[config.mk]
export PLATFORM = sky130hd
export DESIGN_NAME = uart_receiver
export DESIGN_NICKNAME = d
export VERILOG_FILES = /design/src/rtl/uart_pkg.sv /design/src/rtl/uart_sync2.sv /design/src/rtl/uart_receiver.sv
export SDC_FILE = /design/constraint.sdc
export NUM_CORES = 1
export LEC_CHECK = 0
export CAP_MARGIN = 15
export CORE_MARGIN = 2
export CORE_UTILIZATION = 50
export DETAILED_ROUTE_END_ITERATION = 6
export PLACE_DENSITY = 0.77
export SLEW_MARGIN = 20
export SYNTH_ARGS = -nofsm -noshare
export SYNTH_HDL_FRONTEND = slang
export SYNTH_SLANG_ARGS = --single-unit
[constraint.sdc]
create_clock -name clk -period 3 [get_ports clk]
set_clock_uncertainty 0.05 [all_clocks]
set_input_delay 0.45 -clock clk [delete_from_list [all_inputs] [get_ports clk]]
set_output_delay 0.45 -clock clk [all_outputs]
set_load 0.02 [all_outputs]
[src/rtl/uart_pkg.sv]
// Shared UART definitions: receive FSM states, frame constants and baud-divisor helper.
// The helper is also used by uart_tx.
package uart_pkg;

    localparam int UART_DATA_BITS        = 8;
    localparam int UART_MIN_CLKS_PER_BIT = 8;

    typedef enum logic [2:0] {
        WAIT_IDLE,
        IDLE,
        START,
        DATA,
        STOP
    } uart_rx_state_t;

    function automatic int clks_per_bit(input int clk_freq, input int baud);
        return clk_freq / baud;
    endfunction

endpackage

[src/rtl/uart_sync2.sv]
// Two-flop synchronizer for a single asynchronous input; both flops reset to RESET_VAL.
module uart_sync2 #(
    parameter logic RESET_VAL = 1'b0
) (
    input  logic clk_i,
    input  logic rst_i,
    input  logic d_i,
    output logic q_o
);

    logic meta_q;
    logic sync_q;

    always_ff @(posedge clk_i or posedge rst_i) begin
        if (rst_i) begin
            meta_q <= RESET_VAL;
            sync_q <= RESET_VAL;
        end else begin
            meta_q <= d_i;
            sync_q <= meta_q;
        end
    end

    assign q_o = sync_q;

endmodule

[src/rtl/uart_receiver.sv]
// 8N1 UART receiver with a one-byte valid/ready holding register.
// Define UART_RX_MAJORITY_EN for 2-of-3 majority sampling around each sample tick.
module uart_receiver
    import uart_pkg::*;
#(
    parameter int CLK_FREQ = 100_000_000,
    parameter int BAUD     = 115200
) (
    input  logic                clk,
    input  logic                reset,
    input  logic                uart_rx,
    output logic                rx_valid,
    input  logic                rx_ready,
    output logic [7:0]          rx_data,
    output logic                rx_frame_err,
    output logic                rx_overrun,
    output uart_rx_state_t      rx_state
);

    localparam int CLKS_PER_BIT = clks_per_bit(CLK_FREQ, BAUD);
    localparam int HALF         = CLKS_PER_BIT / 2;
`ifdef UART_RX_MAJORITY_EN
    localparam int SAMPLE_LAG   = 1;
`else
    localparam int SAMPLE_LAG   = 0;
`endif
    localparam logic [15:0] START_TICK = 16'(HALF + SAMPLE_LAG);
    localparam logic [15:0] BIT_TICK   = 16'(CLKS_PER_BIT - 1);
    localparam logic [2:0]  LAST_BIT   = 3'(UART_DATA_BITS - 1);

    if (CLKS_PER_BIT < UART_MIN_CLKS_PER_BIT) begin : g_bad_divisor
        $error("uart_receiver: CLKS_PER_BIT below minimum");
    end

    logic rxs;
    logic sample_d;

    uart_sync2 #(
        .RESET_VAL (1'b1)
    ) u_sync (
        .clk_i (clk),
        .rst_i (reset),
        .d_i   (uart_rx),
        .q_o   (rxs)
    );

`ifdef UART_RX_MAJORITY_EN
    logic rxs_q1;
    logic rxs_q2;

    always_ff @(posedge clk or posedge reset) begin
        if (reset) begin
            rxs_q1 <= 1'b1;
            rxs_q2 <= 1'b1;
        end else begin
            rxs_q1 <= rxs;
            rxs_q2 <= rxs_q1;
        end
    end

    // Evaluated one cycle after the nominal tick: rxs, rxs_q1, rxs_q2 are offsets +1, 0, -1.
    assign sample_d = (rxs & rxs_q1) | (rxs & rxs_q2) | (rxs_q1 & rxs_q2);
`else
    assign sample_d = rxs;
`endif

    uart_rx_state_t state_q;
    logic [15:0]    cnt_q;
    logic [2:0]     bit_idx_q;
    logic [7:0]     shift_q;
    logic           valid_q;
    logic [7:0]     data_q;
    logic           ferr_q;
    logic           ovr_q;

    // Handshake: a byte transfers in any cycle with rx_valid & rx_ready; rx_valid then
    // drops on the next edge unless a new byte is loaded in that same cycle.
    always_ff @(posedge clk or posedge reset) begin
        if (reset) begin
            state_q   <= WAIT_IDLE;
            cnt_q     <= '0;
            bit_idx_q <= '0;
            shift_q   <= '0;
            valid_q   <= 1'b0;
            data_q    <= '0;
            ferr_q    <= 1'b0;
            ovr_q     <= 1'b0;
        end else begin
            ferr_q <= 1'b0;
            ovr_q  <= 1'b0;
            if (valid_q && rx_ready) begin
                valid_q <= 1'b0;
            end

            case (state_q)
                WAIT_IDLE: begin
                    cnt_q <= '0;
                    if (rxs) begin
                        state_q <= IDLE;
                    end
                end
                IDLE: begin
                    // cnt is 0 in the start-edge cycle, so the next cycle counts 1.
                    if (!rxs) begin
                        state_q <= START;
                        cnt_q   <= 16'd1;
                    end else begin
                        cnt_q <= '0;
                    end
                end
                START: begin
                    if (cnt_q == START_TICK) begin
                        cnt_q     <= '0;
                        bit_idx_q <= '0;
                        state_q   <= sample_d ? IDLE : DATA;
                    end else begin
                        cnt_q <= cnt_q + 16'd1;
                    end
                end
                DATA: begin
                    if (cnt_q == BIT_TICK) begin
                        cnt_q     <= '0;
                        shift_q   <= {sample_d, shift_q[7:1]};
                        bit_idx_q <= bit_idx_q + 3'd1;
                        if (bit_idx_q == LAST_BIT) begin
                            state_q <= STOP;
                        end
                    end else begin
                        cnt_q <= cnt_q + 16'd1;
                    end
                end
                STOP: begin
                    if (cnt_q == BIT_TICK) begin
                        cnt_q <= '0;
                        if (sample_d) begin
                            state_q <= IDLE;
                            if (!valid_q || rx_ready) begin
                                data_q  <= shift_q;
                                valid_q <= 1'b1;
                            end else begin
                                ovr_q <= 1'b1;
                            end
                        end else begin
                            ferr_q  <= 1'b1;
                            state_q <= WAIT_IDLE;
                        end
                    end else begin
                        cnt_q <= cnt_q + 16'd1;
                    end
                end
                default: begin
                    state_q <= WAIT_IDLE;
                end
            endcase
        end
    end

    assign rx_valid     = valid_q;
    assign rx_data      = data_q;
    assign rx_frame_err = ferr_q;
    assign rx_overrun   = ovr_q;
    assign rx_state     = state_q;

endmodule

==> out/qor.yml <==
cells_and_area:
  fill_cells: 338
  final_core_util: 0.592
  syn_to_final_growth_pct: 13.7
  multiInputGateArea_um2: 971
  antenna_cells: 0
  fin_cells: 253
  drive_above_1_share: 0.197
  regArea_mm2: 0.00108
  finish.net_count: 210
synth:
  syn_area_mm2: 0.00210
  synth_cell_type_count: 44
  syn-instance-count: 186
  synthArstFlopShare: 1.00
  synth_nets: 194
  synth_seq_cells: 43
  ys_warn_count: 0
  synth_edf_count: 0
  syn_avg_cell_area_um2: 11.3
  ys.flop_type: "dfrtp_1"
  ys_seq_area_frac: 0.514
sta:
  hold_violations: 0
  tightest_slew_ps: 586
  period_needed_ps: 2510
  fin_crit_sh: 0.836
  max_freq_mhz: 398
  slew_headroom: 0.609
  finalSetupViolCount: 0
  setup_tns_ps: 0
  rsz0062_at_grt: "false"
  timing.final.max_slew_violations: 0
place:
  dp_cells: 245
  dpl.hpwl_um: 2760
  port_buffers: 17
  gp_congestion: 0.882
cts:
  h-tree-depth: 2
  clock-root-buffer: "clkbuf_8"
  insertion_delay_ps: 290
  ctsHoldBuffers: 0
  path_clk_slew_ps: 80
  clock_path_buffers: 2
  post-cts-setup-buffer-count: 0
  ctsResizeCount: 0
  cts_tree: "yes"
  cts_buffers: 5
  cts_sinks: 43
die:
  initial_core_util: 0.521
  ios: 18
  die_y_um: 68.8
  die_w_um: 68.8
  die_area_mm2: 0.00473
  rows: 23
  core_area_mm2: 0.00403
pwr:
  p_sw_frac: 0.348
  p_sw_w: 0.000498
  pwr-share-comb: 0.258
  power_density_mw_per_mm2: 601
  p_leak_nw: 1.05
  ir_drop_mv: 0.325
  p_int_w: 0.000935
  p_clk_frac: 0.249
  seq_power_share: 0.493
setup_path:
  critical_path_class: "register to register"
  reg2regPathDepth: 5
  worstSetupStartpointType: "register"
  reg2reg_from: "cnt_q[3]"
  arrival_ps: 2640
  end_kind: "register"
  r2r_slack_ps: 490
  r2r-end: "cnt_q[5]"
  required_ps: 3130
  critPathMaxFanout: 16
drt:
  viasPerCell: 5.94
  ant_nets: 0
  drt-total-wl_um: 3970
  drc_errors: 0
  vias: 1502
  dr.pass1.iters: 4
  wl_per_cell_um: 15.7
  initialDrtViolationCount: 137
status:
  status: "finished clean"
run:
  cap_viol_max_count: 0
global_route:
  grt_overflow: 0
  grt_pass1_vias: 1378
  track_usage: 0.193
  grt_pass1_wl_um: 6590
  antenna_found_initial: 0
  grt_max_degree: 44
worst_hold_path:
  hold_path_class: "register to register"
  hold_depth: 0
  min_to: "u_sync.q_o"
  worstHoldStart: "u_sync.meta_q"
-- cell usage in the layout, fill, tap and decap left out, types with 2 or more instances in the layout --
master | synthesis | layout
clkdlybuf4s50_1 | 0 | 17
nor2_1 | 7 | 7
and3_1 | 5 | 5
nand2b_1 | 3 | 3
ha_1 | 4 | 4
or4_4 | 2 | 2
a22o_1 | 3 | 3
xor2_1 | 4 | 4
o21a_1 | 2 | 2
a31oi_1 | 7 | 7
clkbuf_8 | 0 | 5
nand4_1 | 4 | 4
a21oi_1 | 10 | 10
dfrtp_1 | 41 | 41
a22o_2 | 3 | 3
inv_1 | 3 | 3
mux2_2 | 17 | 17
nand2_1 | 15 | 15
o21ai_0 | 10 | 10
nor3b_1 | 3 | 3
nand3b_1 | 2 | 2
dfstp_2 | 2 | 2
nand3_1 | 8 | 8
a41oi_1 | 2 | 2
-- critical path: stages (launching register included) --
cell,delay [ps]
dfrtp_1,450
or4_4,620
nor4_4,480
o21ai_2,290
and3_1,250
a221o_1,260
-- flip-flops by register name, summed over array words and instances (netlist names) --
register	flops
rx_data	8
bit_idx_q	3
shift_q	8
rx_overrun	1
rx_valid	1
cnt_q	16
u_sync.meta_q	1
rx_state	3
u_sync.q_o	1
rx_frame_err	1
-- cell type report --
type / instances / share of cell area
Clock buffer: 6 / 0.0304
Clock inverter: 2 / 0.00524
Inverter: 3 / 0.00472
Multi-Input combinational cell: 131 / 0.407
Sequential cell: 43 / 0.452
Tap cell: 50 / 0.0262
Timing Repair Buffer: 18 / 0.0745
-- synthesized netlist by cell type, types with 2 or more instances --
library cell / n / area share
nand3b_1: 2 / 0.0072
dfstp_2: 2 / 0.025
a22o_2: 3 / 0.014
and3_1: 5 / 0.015
nand2b_1: 3 / 0.0089
o21a_1: 2 / 0.0072
inv_1: 3 / 0.0054
ha_1: 4 / 0.024
nand2_1: 15 / 0.027
buf_2: 3 / 0.0072
nand4_1: 4 / 0.012
a22o_1: 3 / 0.013
nand3_1: 8 / 0.019
xor2_1: 4 / 0.017
o21ai_0: 10 / 0.024
a41oi_1: 2 / 0.0083
nor2_1: 7 / 0.013
clkbuf_1: 6 / 0.011
or4_4: 2 / 0.011
mux2_2: 17 / 0.091
a21oi_1: 10 / 0.024
nor3b_1: 3 / 0.011
dfrtp_1: 41 / 0.49
a31oi_1: 7 / 0.021
-- power by group through the flow --
stage,Clock (W),Combinational (W),Sequential (W)
floorplan,0,0.000300,0.000688
global placement,0,0.000357,0.000711
detailed placement,0,0.000368,0.000715
CTS,0.000371,0.000369,0.000703
global route,0.000401,0.000414,0.000717
finish,0.000357,0.000370,0.000707
-- through the flow --
step	area, µm²	setup slack (ps)	hold slack, ps	total power [W]
final	2390	491	315	0.00143
after detailed placement	2300	531	306	0.00108
after global routing	2390	371	324	0.00153
after floorplan	2100	723	295	0.000988
after global placement	2300	621	296	0.00107
after CTS	2390	499	320	0.00144
-- routing by layer --
layer	global-route usage	share of wire	vias to the layer above
met4	0.113	0.025	0
met1	0.271	0.47	723
met5	0	0	-
met3	0.0487	0.050	10
met2	0.268	0.45	50
li1	-	-	719
-- logic make-up after synthesis --
kind of cell    synth area share
buf+inv                   0.0233
compound gates             0.147
simple gates               0.168
flops                      0.514
fa+ha+maj                 0.0239
mux                        0.103
xor+xnor                  0.0209
-- worst max path at each step --
| stage | start | endpoint | slack (ps) |
|---|---|---|---|
| floorplan | cnt_q[3] | bit_idx_q[0] | 720 |
| CTS | cnt_q[11] | cnt_q[5] | 500 |
| global placement | cnt_q[11] | cnt_q[5] | 620 |
| detailed placement | cnt_q[11] | cnt_q[5] | 530 |
| finish | cnt_q[3] | cnt_q[5] | 490 |
| global route | cnt_q[0] | cnt_q[5] | 370 |
No activity file was read; power rests on OpenSTA's default activity.
